$ cat src/rtl/word_serializer_pkg.sv
// word_serializer_pkg: shared widths and FSM encoding for the word serializer
package word_serializer_pkg;
    localparam int WORD_W = 16;
    localparam int SEL_W  = 4;
    typedef enum logic {
        IDLE  = 1'b0,
        SHIFT = 1'b1
    } state_t;
endpackage

$ cat src/rtl/word_serializer_if.sv
// word_serializer_if: parallel-in handshake plus serial-out handshake with framing flags
interface word_serializer_if;
    import word_serializer_pkg::*;
    logic [WORD_W-1:0] in_data;
    logic              in_valid;
    logic              in_ready;
    logic              ser_out;
    logic              ser_valid;
    logic              ser_ready;
    logic              ser_first;
    logic              ser_last;
    logic              busy;
    modport master (
        output in_data, in_valid, ser_ready,
        input  in_ready, ser_out, ser_valid, ser_first, ser_last, busy
    );
    modport slave (
        input  in_data, in_valid, ser_ready,
        output in_ready, ser_out, ser_valid, ser_first, ser_last, busy
    );
endinterface

$ cat src/rtl/mux16.sv
// mux16: selects one bit of a 16-bit word
module mux16
    import word_serializer_pkg::*;
(
    input  logic [WORD_W-1:0] in,
    input  logic [SEL_W-1:0]  sel,
    output logic              out
);
    assign out = in[sel];
endmodule

$ cat src/rtl/word_serializer.sv
// word_serializer: holds a 16-bit word and shifts it out one bit per downstream handshake
module word_serializer
    import word_serializer_pkg::*;
#(
    parameter bit MSB_FIRST = 1'b0
) (
    input logic              clk,
    input logic              rst,
    word_serializer_if.slave bus
);
    localparam logic [SEL_W-1:0] START = {SEL_W{MSB_FIRST}};
    localparam logic [SEL_W-1:0] STOP  = {SEL_W{!MSB_FIRST}};
    state_t            state;
    logic [SEL_W-1:0]  sel_cnt;
    logic [WORD_W-1:0] data_reg;
    logic              shifting;
    logic              last;
    logic              xfer;
    logic              accept;
    assign shifting      = state == SHIFT;
    assign last          = shifting && sel_cnt == STOP;
    assign xfer          = shifting && bus.ser_ready;
    assign accept        = bus.in_valid && bus.in_ready;
    assign bus.ser_valid = shifting;
    assign bus.busy      = shifting;
    assign bus.ser_first = shifting && sel_cnt == START;
    assign bus.ser_last  = last;
    // the final transfer frees the register, so a new word can load with no bubble
    assign bus.in_ready  = !shifting || (last && bus.ser_ready);
    always_ff @(posedge clk) begin
        if (rst) begin
            state    <= IDLE;
            sel_cnt  <= START;
            data_reg <= '0;
        end else if (accept) begin
            state    <= SHIFT;
            sel_cnt  <= START;
            data_reg <= bus.in_data;
        end else if (xfer) begin
            sel_cnt <= MSB_FIRST ? sel_cnt - 1'b1 : sel_cnt + 1'b1;
            if (last) state <= IDLE;
        end
    end
    mux16 u_mux (
        .in  (data_reg),
        .sel (sel_cnt),
        .out (bus.ser_out)
    );
endmodule

$ cat src/flat_wrapper.sv
// flat-port wrapper written by rule: the top's interface ports become plain ports
module word_serializer_flat import word_serializer_pkg::*;
#(
    parameter bit MSB_FIRST = 1'b0
)
  (clk, rst, bus_in_data, bus_in_valid, bus_ser_ready, bus_in_ready, bus_ser_out, bus_ser_valid, bus_ser_first, bus_ser_last, bus_busy);
  word_serializer_if bus_i ();
  input logic clk;
  input logic rst;
  input wire logic [$bits(bus_i.in_data)-1:0] bus_in_data;
  input wire logic [$bits(bus_i.in_valid)-1:0] bus_in_valid;
  input wire logic [$bits(bus_i.ser_ready)-1:0] bus_ser_ready;
  output wire logic [$bits(bus_i.in_ready)-1:0] bus_in_ready;
  output wire logic [$bits(bus_i.ser_out)-1:0] bus_ser_out;
  output wire logic [$bits(bus_i.ser_valid)-1:0] bus_ser_valid;
  output wire logic [$bits(bus_i.ser_first)-1:0] bus_ser_first;
  output wire logic [$bits(bus_i.ser_last)-1:0] bus_ser_last;
  output wire logic [$bits(bus_i.busy)-1:0] bus_busy;
  assign bus_i.in_data = bus_in_data;
  assign bus_i.in_valid = bus_in_valid;
  assign bus_i.ser_ready = bus_ser_ready;
  assign bus_in_ready = bus_i.in_ready;
  assign bus_ser_out = bus_i.ser_out;
  assign bus_ser_valid = bus_i.ser_valid;
  assign bus_ser_first = bus_i.ser_first;
  assign bus_ser_last = bus_i.ser_last;
  assign bus_busy = bus_i.busy;
  word_serializer #(.MSB_FIRST(MSB_FIRST)) u_core (.clk(clk), .rst(rst), .bus(bus_i));
endmodule
$ cat config.mk
export PLATFORM = sky130hd
export DESIGN_NAME = word_serializer_flat
export DESIGN_NICKNAME = d
export VERILOG_FILES = /design/src/rtl/word_serializer_pkg.sv /design/src/rtl/word_serializer_if.sv /design/src/rtl/mux16.sv /design/src/rtl/word_serializer.sv /design/src/flat_wrapper.sv
export SDC_FILE = /design/constraint.sdc
export NUM_CORES = 1
export LEC_CHECK = 0
export ABC_CLOCK_PERIOD_IN_PS = 2300
export CAP_MARGIN = 10
export CORE_MARGIN = 2
export CORE_UTILIZATION = 49
export CTS_BUF_LIST = sky130_fd_sc_hd__clkbuf_4
export CTS_CLUSTER_DIAMETER = 30
export DETAILED_ROUTE_END_ITERATION = 16
export GPL_TIMING_DRIVEN = 0
export PLACE_DENSITY_LB_ADDON = 0.12
export SYNTH_ARGS = -nofsm -noshare
export SYNTH_HDL_FRONTEND = slang
export SYNTH_SLANG_ARGS = --single-unit
export TNS_END_PERCENT = 100
$ cat constraint.sdc
create_clock -name clk -period 2.3 [get_ports clk]
set_input_delay 0.46 -clock clk [delete_from_list [all_inputs] [get_ports clk]]
set_output_delay 0.46 -clock clk [all_outputs]
set_load 0.1 [all_outputs]
==> results.rst <==
.. list-table::
   :header-rows: 1

   * - Metric
     - Value
   * - Number of instances in the synthesized netlist
     - 94
   * - Total number of vias
     - 738
   * - Number of cells on the worst reg-to-reg path
     - 8
   * - Worst-case setup slack after placement
     - -0.561 ns
   * - Number of top-level pins
     - 26
   * - Share of post-route cells with drive strength above 1
     - 24.4%
   * - Peak supply drop
     - 384 uV
   * - CTS root buf
     - sky130_fd_sc_hd__clkbuf_4
   * - Min Tclk post-route
     - 2.30 ns
   * - Leakage power
     - 0.000526 uW
   * - Internal power summed over all cells
     - 543 uW
   * - Number of clock sinks
     - 21
   * - Commonest cells after routing, fill and taps aside
     - sky130_fd_sc_hd__nor2_1, sky130_fd_sc_hd__dfxtp_1, sky130_fd_sc_hd__clkdlybuf4s50_1
   * - CTS Hold Bufs
     - 0
   * - Fraction of power consumed by sequential logic
     - 52.0%
   * - Cell Pwr Density
     - 576 nW/um2
   * - Worst hold path type
     - input pin to flop
   * - Vias in the first global route
     - 664
   * - Switching share of total power
     - 28.5%
   * - Number of antenna violations at the first check in global routing
     - 0
   * - Worst r2r src
     - u_core.sel_cnt[0]
   * - Area of the die
     - 2430 um2
   * - Cell variety after synth
     - 22
   * - Fraction of power consumed by the clock network
     - 25.3%
   * - Routing usage on met1
     - 19.6%
   * - Violation count after the first detailed-route iteration
     - 6
   * - Later-pin clock latency in the skew report
     - 0.30 ns
   * - Count of final hold-check violations
     - 0
   * - DRC errors left
     - 0
   * - Fillcell total
     - 163
   * - Sum of overflow across all layers after global routing
     - 0
   * - RSZ-0062 raised after global routing
     - true
   * - Minimum setup slack in the final design
     - 0.00422 ns
   * - Final period util
     - 99.8%
   * - Die Ht
     - 49.3 um
   * - Gpl congestion
     - 0.817
   * - Most common cell after layout, fill and taps aside
     - sky130_fd_sc_hd__nor2_1
   * - Clock tree from TritonCTS
     - yes
   * - CP Max Fanout
     - 6
   * - CTS H-tree depth
     - 1
   * - Synthesis-to-finish area growth
     - 30.8%
   * - # Max-Cap Violations
     - 0
   * - Fmax achieved
     - 0.436 GHz
   * - M3 GR Usage
     - 3.99%
   * - Crit path capture
     - bus_ser_out
   * - Clock transition at the registers of the reported paths
     - 0.12 ns
   * - Standard-cell row count
     - 16
   * - Capturing element type of the critical path
     - primary output
   * - Number of register bits inferred by synthesis
     - 21
   * - Final-stage net count
     - 146
   * - Busiest grt layer
     - met2
   * - Flip-flop count of the largest register after layout
     - 16
   * - Vias per Instance
     - 4.92
   * - Actual slew at the worst max-slew pin
     - 0.951 ns
   * - Total routed wirelength
     - 1.82 mm
   * - Number of clock buffers inserted by TritonCTS
     - 3
   * - Power spent charging and discharging nets
     - 216 uW
   * - Total global-route track usage
     - 15.9%
   * - Worst reg-to-reg setup slack
     - 0.62 ns
   * - Remaining max-slew budget at the tightest pin
     - 36.9%
   * - Area of the mapped netlist
     - 1010 um2
   * - Post-Syn Area per Cell
     - 10.7 um2
   * - Register area share after synthesis
     - 41.7%
   * - Part of the power in combinational logic
     - 22.7%
   * - Width of the die
     - 49.3 um
   * - Required time of the critical path
     - 1.84 ns
   * - Arrival time at the worst endpoint
     - 1.84 ns
   * - Reg-to-reg endpoint
     - u_core.data_reg[8]
   * - Half-perimeter wire length after detailed placement
     - 1.38 mm
   * - Initial Utilization
     - 51.9%
   * - Critical path launch point
     - u_core.sel_cnt[0]
   * - Warnings, synthesis
     - 0
   * - Total setup violations reported at the end of the flow
     - 0
   * - Multi-input logic area
     - 517 um2
   * - First-pass GRT wire length
     - 2.90 mm
   * - Hold slack
     - 0.495 ns
   * - Clock skew after layout
     - 0.00251 ns
   * - Std-Cell Core Area
     - 1940 um2
   * - Ant diodes
     - 0
   * - Pre-antenna DRT Iters
     - 4
   * - Met2 capacity usage during global routing
     - 25.2%
   * - Net Count, Synth
     - 116
   * - Remaining antenna violation count after routing
     - 0
   * - Type of the worst setup path
     - flop to primary output
   * - Largest net degree at the start of global routing
     - 12
   * - Number of max-slew violations in the final report
     - 0
   * - Launching element type of the critical path
     - flop
   * - Number of port buffers
     - 24
   * - Status
     - complete, no violations
   * - Routed wire length per instance
     - 12.1 um
   * - Clock tree buffer depth
     - 2
   * - Sequential cell area
     - 422 um2
-- area by class of cell --
cell class	instances	share of cell area [%]
buffer	8	5.32
tap	27	2.56
inverter	2	0.570
multi-input combinational	63	39.2
clock buffer	4	2.28
timing repair buffer	25	18.0
sequential	21	32.0
-- critical path, stage by stage (launching register included) --
cell and delay (ns):
sky130_fd_sc_hd__dfxtp_2 0.35, sky130_fd_sc_hd__buf_6 0.13, sky130_fd_sc_hd__mux4_2 0.50, sky130_fd_sc_hd__nor2b_4 0.14, sky130_fd_sc_hd__a211oi_2 0.16, sky130_fd_sc_hd__a21oi_2 0.07, sky130_fd_sc_hd__buf_8 0.19
-- cell families (layout without fill, tap and decap cells) --
| family | Yosys count | after routing | share of synthesized area (%) |
|---|---|---|---|
| flip-flops | 21 | 21 | 41.7 |
| XOR/XNOR | 3 | 3 | 2.61 |
| multiplexers | 21 | 21 | 25.8 |
| buffers and inverters | 10 | 39 | 7.58 |
| AO/OA/AOI/OAI | 5 | 5 | 3.85 |
| adder cells (fa/ha/maj) | 2 | 2 | 2.48 |
| AND/OR/NAND/NOR | 32 | 32 | 15.9 |
-- worst min path at each step --
stage / cells past startpoint / startpoint / to / slack, ns
after floorplan: 2 / u_core.data_reg[10] / u_core.data_reg[10] / 0.45
after global placement: 2 / u_core.data_reg[10] / u_core.data_reg[10] / 0.47
after detailed placement: 2 / u_core.data_reg[10] / u_core.data_reg[10] / 0.48
after CTS: 2 / rst / u_core.data_reg[12] / 0.49
after global routing: 2 / rst / u_core.data_reg[12] / 0.51
final: 2 / rst / u_core.data_reg[13] / 0.49
-- layer usage --
| metal | vias up | part of all wire, % |
|---|---|---|
| met5 | - | 0 |
| met2 | 17 | 48 |
| met1 | 335 | 46 |
| li1 | 382 | - |
| met4 | 0 | 1.9 |
| met3 | 4 | 3.9 |
-- metrics by stage --
step           utilization [%]  instances  total power (uW)  setup TNS [ns]  instance area [um2]
4_1_cts                   68.0        149               765        -0.00962                 1320
6_report                  67.8        150               759               0                 1320
5_1_grt                   67.8        150               794         -0.0663                 1320
2_1_floorplan                -         94               521         -0.0119                 1010
3_3_place_gp              66.3        145               574           -1.30                 1290
3_5_place_dp              66.3        145               578           -1.38                 1290
-- cells in the mapped netlist --
| cell type | number | area, um2 |
|---|---|---|
| sky130_fd_sc_hd__a21boi_2 | 1 | 11.3 |
| sky130_fd_sc_hd__nor2b_4 | 1 | 13.8 |
| sky130_fd_sc_hd__a211oi_2 | 1 | 12.5 |
| sky130_fd_sc_hd__nor2_1 | 21 | 78.8 |
| sky130_fd_sc_hd__xor2_1 | 1 | 8.76 |
| sky130_fd_sc_hd__inv_1 | 2 | 7.51 |
| sky130_fd_sc_hd__a21oi_1 | 3 | 15.0 |
| sky130_fd_sc_hd__nand4_2 | 1 | 12.5 |
| sky130_fd_sc_hd__dfxtp_1 | 21 | 420 |
| sky130_fd_sc_hd__buf_6 | 2 | 22.5 |
| sky130_fd_sc_hd__or2_2 | 1 | 6.26 |
| sky130_fd_sc_hd__and4_2 | 1 | 10.0 |
| sky130_fd_sc_hd__buf_4 | 2 | 15.0 |
| sky130_fd_sc_hd__and4bb_2 | 1 | 12.5 |
| sky130_fd_sc_hd__clkbuf_1 | 3 | 11.3 |
| sky130_fd_sc_hd__xnor2_1 | 2 | 17.5 |
| sky130_fd_sc_hd__ha_1 | 2 | 25.0 |
| sky130_fd_sc_hd__nand2_1 | 3 | 11.3 |
| sky130_fd_sc_hd__mux2i_1 | 17 | 170 |
| sky130_fd_sc_hd__buf_12 | 1 | 20.0 |
| sky130_fd_sc_hd__nand3_1 | 3 | 15.0 |
| sky130_fd_sc_hd__mux4_2 | 4 | 90.1 |
-- repair_timing --
item / CTS / global route
setup endpoints to repair: 6 / 3
gates resized for setup: 24 / 3
endpoints found under the hold margin: 0 / 0
pin swaps: 1 / 0
setup buffers: 0 / 1
cloned: 0 / 0
-- power by group through the flow --
| stage | sequential (uW) | clock [uW] | combinational [uW] |
|---|---|---|---|
| 3_3_place_gp | 402 | 0 | 172 |
| 6_report | 395 | 192 | 172 |
| 3_5_place_dp | 403 | 0 | 175 |
| 4_1_cts | 395 | 196 | 174 |
| 2_1_floorplan | 408 | 0 | 113 |
| 5_1_grt | 397 | 213 | 183 |
No activity file was read; power rests on OpenSTA's default activity.
==> patch 1, RTL diff (same settings) <==
Change the package constant `SEL_W` from 4 to 5.
--- a/src/rtl/word_serializer_pkg.sv
+++ b/src/rtl/word_serializer_pkg.sv
@@ -1,7 +1,7 @@
 // word_serializer_pkg: shared widths and FSM encoding for the word serializer
 package word_serializer_pkg;
     localparam int WORD_W = 16;
-    localparam int SEL_W  = 4;
+    localparam int SEL_W  = 5;
     typedef enum logic {
         IDLE  = 1'b0,
         SHIFT = 1'b1
Formal check against the unedited RTL: same outputs for any inputs over 10 cycles, from zero or initial values and one cycle with rst high; that may be too few to reach the edited logic, so the function may still have changed.
==> patch 1 against the original RTL <==
- routed wire length increased by 45%
- worst setup slack improved by 46 ps
- register-to-register slack got worse by 170 ps
- power increased by 19%
- synthesized area increased by 5.2%
- final area increased by 15%
- sequential share of layout area decreased by 2.6 points
- final cell count increased by 19%
- sequential cell count increased by 1
- sequential power increased by 4%
- first-iteration DRC count increased to 7.5 times the old value
- combinational power increased by 12%
- clock skew about the same
- critical path type unchanged
==> patch 1: results (changes against the original RTL) <==
STA
  • Worst Skew: 2.42 ps (was 2.51 ps)
  • Tightest Pin Transition: 961 ps (was 951 ps)
  • Worst setup margin: 50.2 ps (was 4.22 ps)

Min path
  • WHS Endpoint: u_core.data_reg[2] (was u_core.data_reg[13])
  • Hold Path Depth: 3 (was 2)

Power
  • Worst VDD drop: 0.472 mV (was 0.384 mV)
  • P_leak: 0.572 nW (was 0.526 nW)
  • Net Switching: 0.246 mW (was 0.216 mW)
  • Combinational power: 0.192 mW (was 0.172 mW)
  • Pwr per Cell Area: 597 nW/um^2 (was 576 nW/um^2)

Clock tree
  • Post_cts resized: 27 (was 24)
  • Total CTS buffers: 3 (unchanged)
  • Clk root buf: clkbuf_4 (unchanged)
  • Clk buf depth: 2 (unchanged)

Place
  • Pre-CTS setup slack: -755 ps (was -561 ps)
  • Placed cells: 165 (was 145)
  • RePlAce Congestion: 0.779 (was 0.817)
  • Dpl hpwl: 1.72 mm (was 1.38 mm)

Synthesis
  • Post-Synth XOR/XNOR Area: 1.65% (was 2.61%)
  • Post-Syn Nets: 137 (was 116)
  • Proportion of synthesized area in mux cells: 13.2% (was 25.8%)
  • Post-synthesis cell count: 114 (was 94)
  • Most instantiated cells after synthesis: dfxtp_1 (22), nand3_1 (18), a21oi_1 (17) (was dfxtp_1 (21), nor2_1 (21), mux2i_1 (17))
  • Netlist cell types: 27 (was 22)
  • Adder-Cell Fraction of Synth Area: 3.54% (was 2.48%)
  • Largest cells by area after synthesis: dfxtp_1 (42%), nand3_1 (8.5%), mux4_2 (8.5%), a21oi_1 (8.0%), o21ai_1 (7.6%) (was dfxtp_1 (42%), mux2i_1 (17%), mux4_2 (8.9%), nor2_1 (7.8%), ha_1 (2.5%))

Worst setup path
  • R2R setup slack: 450 ps (was 620 ps)
  • R2R depth: 9 (was 8)
  • Arr. time, crit path: 1790 ps (was 1840 ps)
  • RR Endpoint: u_core.data_reg[8] (unchanged)

Detailed routing
  • DR iter-0 viols: 45 (was 6)
  • Avg WL per Cell: 14.7 um (was 12.1 um)
  • Final WL: 2.64 mm (was 1.82 mm)
  • Vias: 981 (was 738)

Status
  • Status: finished clean (unchanged)

Cells and area
  • Nets@finish: 176 (was 146)
  • Layout cells sized above 1: 27.6% (was 24.4%)

Global routing
  • Tot GR Track Use: 21.2% (was 15.9%)
  • Vias in the first global route: 909 (was 664)
  • Largest net degree at the start of global routing: 14 (was 12)
  • First-pass GRT wire length: 4.11 mm (was 2.90 mm)
[patch 1: cell types whose count changed after synthesis, sizes merged, moves of 4 or more]
| cell | unedited run | this run |
|---|---|---|
| nor2 | 21 | 2 |
| o21ai | 0 | 17 |
| nand3 | 3 | 18 |
| a21oi | 3 | 17 |
| mux2i | 17 | 5 |
| nor3 | 0 | 4 |
[patch 1: stage by stage]
step | instance area [sq um] | util (%) | hold slack, ps | setup TNS (ps)
6_report | 1510 | 75.6 | 472 | 0
5_1_grt | 1510 | 75.6 | 485 | -20.2
4_1_cts | 1400 | 70.1 | 471 | -75.4
3_5_place_dp | 1340 | 66.9 | 473 | -1780
3_3_place_gp | 1340 | 66.9 | 467 | -1710
2_1_floorplan | 1070 | - | 456 | 0
[patch 1: layout make-up]
class / count / area, sq um
multi-input cells: 79 / 581
flip-flops and latches: 22 / 445
repair buffers: 34 / 327
clock buffers: 3 / 22.5
clock inverters: 1 / 30.0
fillers: 147 / 488
well taps: 27 / 33.8
inverters: 4 / 17.5
plain buffers: 9 / 57.6
[patch 1: layer usage]
| metal | track usage (%) | routed length, um |
|---|---|---|
| met3 | 3.87 | 123 |
| met5 | 0 | 0 |
| met2 | 35.3 | 1310 |
| met1 | 29.0 | 1200 |
| met4 | 4.05 | 0 |
[patch 1: worst min-delay path: cells and delay by family]
family | cells | cell delay [ps]
simple gates | 1 | 90
buf+inv | 1 | 150
compound gates | 1 | 50
[patch 1: worst max path at each step]
stage / start / endpoint
4_1_cts: u_core.sel_cnt[0] / bus_in_ready
5_1_grt: u_core.bus.busy / bus_ser_valid
3_3_place_gp: bus_ser_ready / bus_in_ready
2_1_floorplan: u_core.sel_cnt[2] / bus_ser_out
6_report: u_core.sel_cnt[2] / bus_ser_out
3_5_place_dp: bus_ser_ready / bus_in_ready
==> patch 2, RTL diff (config.mk and constraints unchanged) <==
Without the edit above. Make the reset (`rst`) asynchronous in one clocked block.
--- a/src/rtl/word_serializer.sv
+++ b/src/rtl/word_serializer.sv
@@ -27,7 +27,7 @@
     assign bus.ser_last  = last;
     // the final transfer frees the register, so a new word can load with no bubble
     assign bus.in_ready  = !shifting || (last && bus.ser_ready);
-    always_ff @(posedge clk) begin
+    always_ff @(posedge clk or posedge rst) begin
         if (rst) begin
             state    <= IDLE;
             sel_cnt  <= START;
Function: differs if rst is asserted again (counterexample within 4 cycles, from zero or initial values and one cycle with rst high); with rst held inactive, the same outputs for 10 cycles.
==> patch 2 against the original RTL <==
- highest routed layer unchanged
- sequential cell count is the same
- critical path type unchanged
- worst setup slack lost 4.3 ps
- maximum frequency shrank 0.19%
- the flow now finishes with violations (negative setup slack)
- routed wire length grew 6.3%
- synthesized area grew 6.3%
- final area grew 11%
Power is not compared: it rests on default switching activity, and its combinational part moved more than twofold at a synthesized area within 25%.
==> patch 2: results (changes against the original RTL) <==
Synthesis
  • Netlist cell types: 23 (was 22)
  • Proportion of synthesized area in mux cells: 30.0% (was 25.8%)
  • Most instantiated cells after synthesis: dfrtp_1 (21), mux2_1 (11), mux2_2 (5) (was dfxtp_1 (21), nor2_1 (21), mux2i_1 (17))
  • Compound-Gate Fraction of Synth Area: 4.21% (was 3.85%)
  • Adder-Cell Fraction of Synth Area: 2.34% (was 2.48%)
  • Ys async rst share: 100% (was 0%)
  • Post-Synth XOR/XNOR Area: 0% (was 2.61%)
  • Post-Syn Nets: 98 (was 116)

Detailed routing
  • WL met1: 837 um (was 845 um)
  • Met3 wire length: 92 um (was 71 um)
  • Router iterations before antenna repair: 2 (was 4)
  • Vias: 704 (was 738)
  • WL met2: 991 um (was 870 um)
  • Final WL: 1.94 mm (was 1.82 mm)

Place
  • Dpl hpwl: 1.37 mm (was 1.38 mm)
  • RePlAce Congestion: 0.749 (was 0.817)
  • Port bufs: 25 (was 24)
  • Placed cells: 128 (was 145)

Cells and area
  • Finished Layout Cells: 138 (was 150)
  • Layout cells sized above 1: 34.2% (was 24.4%)
  • Fillers: 135 (was 163)

Global routing
  • First-pass GRT wire length: 3.28 mm (was 2.90 mm)
  • Global routing usage on met2: 30.7% (was 25.2%)
  • Met1 GRT Util: 20.9% (was 19.6%)
  • GR met3 Demand/Resource: 2.98% (was 3.99%)
  • Tot GR Track Use: 17.3% (was 15.9%)
  • Vias in the first global route: 751 (was 664)
  • Largest net degree at the start of global routing: 22 (was 12)

Worst setup path
  • CP max FO: 7 (was 6)
  • R2R setup slack: 700 ps (was 620 ps)
  • Crit-path slowest cell: mux4_2 (unchanged)
  • Crit Reg-Reg Startpoint: u_core.sel_cnt[1] (was u_core.sel_cnt[0])
  • RR Endpoint: u_core.data_reg[14] (was u_core.data_reg[8])
  • CP startpoint: u_core.sel_cnt[0] (unchanged)
  • R2R depth: 5 (was 8)

STA
  • Final setup violation count: 1 (was 0)
  • Worst Hold Slack: 497 ps (was 495 ps)
  • Worst Skew: 1.04 ps (was 2.51 ps)
  • Max_slew headroom: 36.9% (about the same)
  • Worst setup margin: -0.0560 ps (was 4.22 ps)

Clock tree
  • Post_cts resized: 25 (was 24)

Status
  • Failing checks: negative setup slack
  • Status: finished with violations (was finished clean)

Min path
  • Hold Path Depth: 1 (was 2)
  • Worst hold path type: register to register (was input port to register)
  • WHS Endpoint: u_core.data_reg[13] (unchanged)
  • Hold_sp: u_core.data_reg[13] (was rst)
-- patch 2: per-stage QoR --
| stage | TNS (ps) | setup WS [ps] | utilization [%] | cell area [sq um] | power, mW |
|---|---|---|---|---|---|
| final | -0.0560 | -0.0560 | 73.1 | 1460 | 1.82 |
| after global routing | -72.6 | -72.6 | 73.1 | 1460 | 1.94 |
| after CTS | -21.4 | -21.4 | 71.1 | 1420 | 1.78 |
| after detailed placement | -1280 | -523 | 69.3 | 1390 | 1.49 |
| after global placement | -1200 | -499 | 69.3 | 1390 | 1.46 |
| after floorplan | 0 | 16.4 | - | 1100 | 1.30 |
-- patch 2: cell type report --
type	count	share of cell area [%]
Multi-Input combinational cell	45	33.8
Sequential cell	21	36.2
Timing Repair Buffer	31	20.5
Tap cell	27	2.31
Inverter	4	1.03
Buffer	6	4.11
Clock buffer	4	2.05
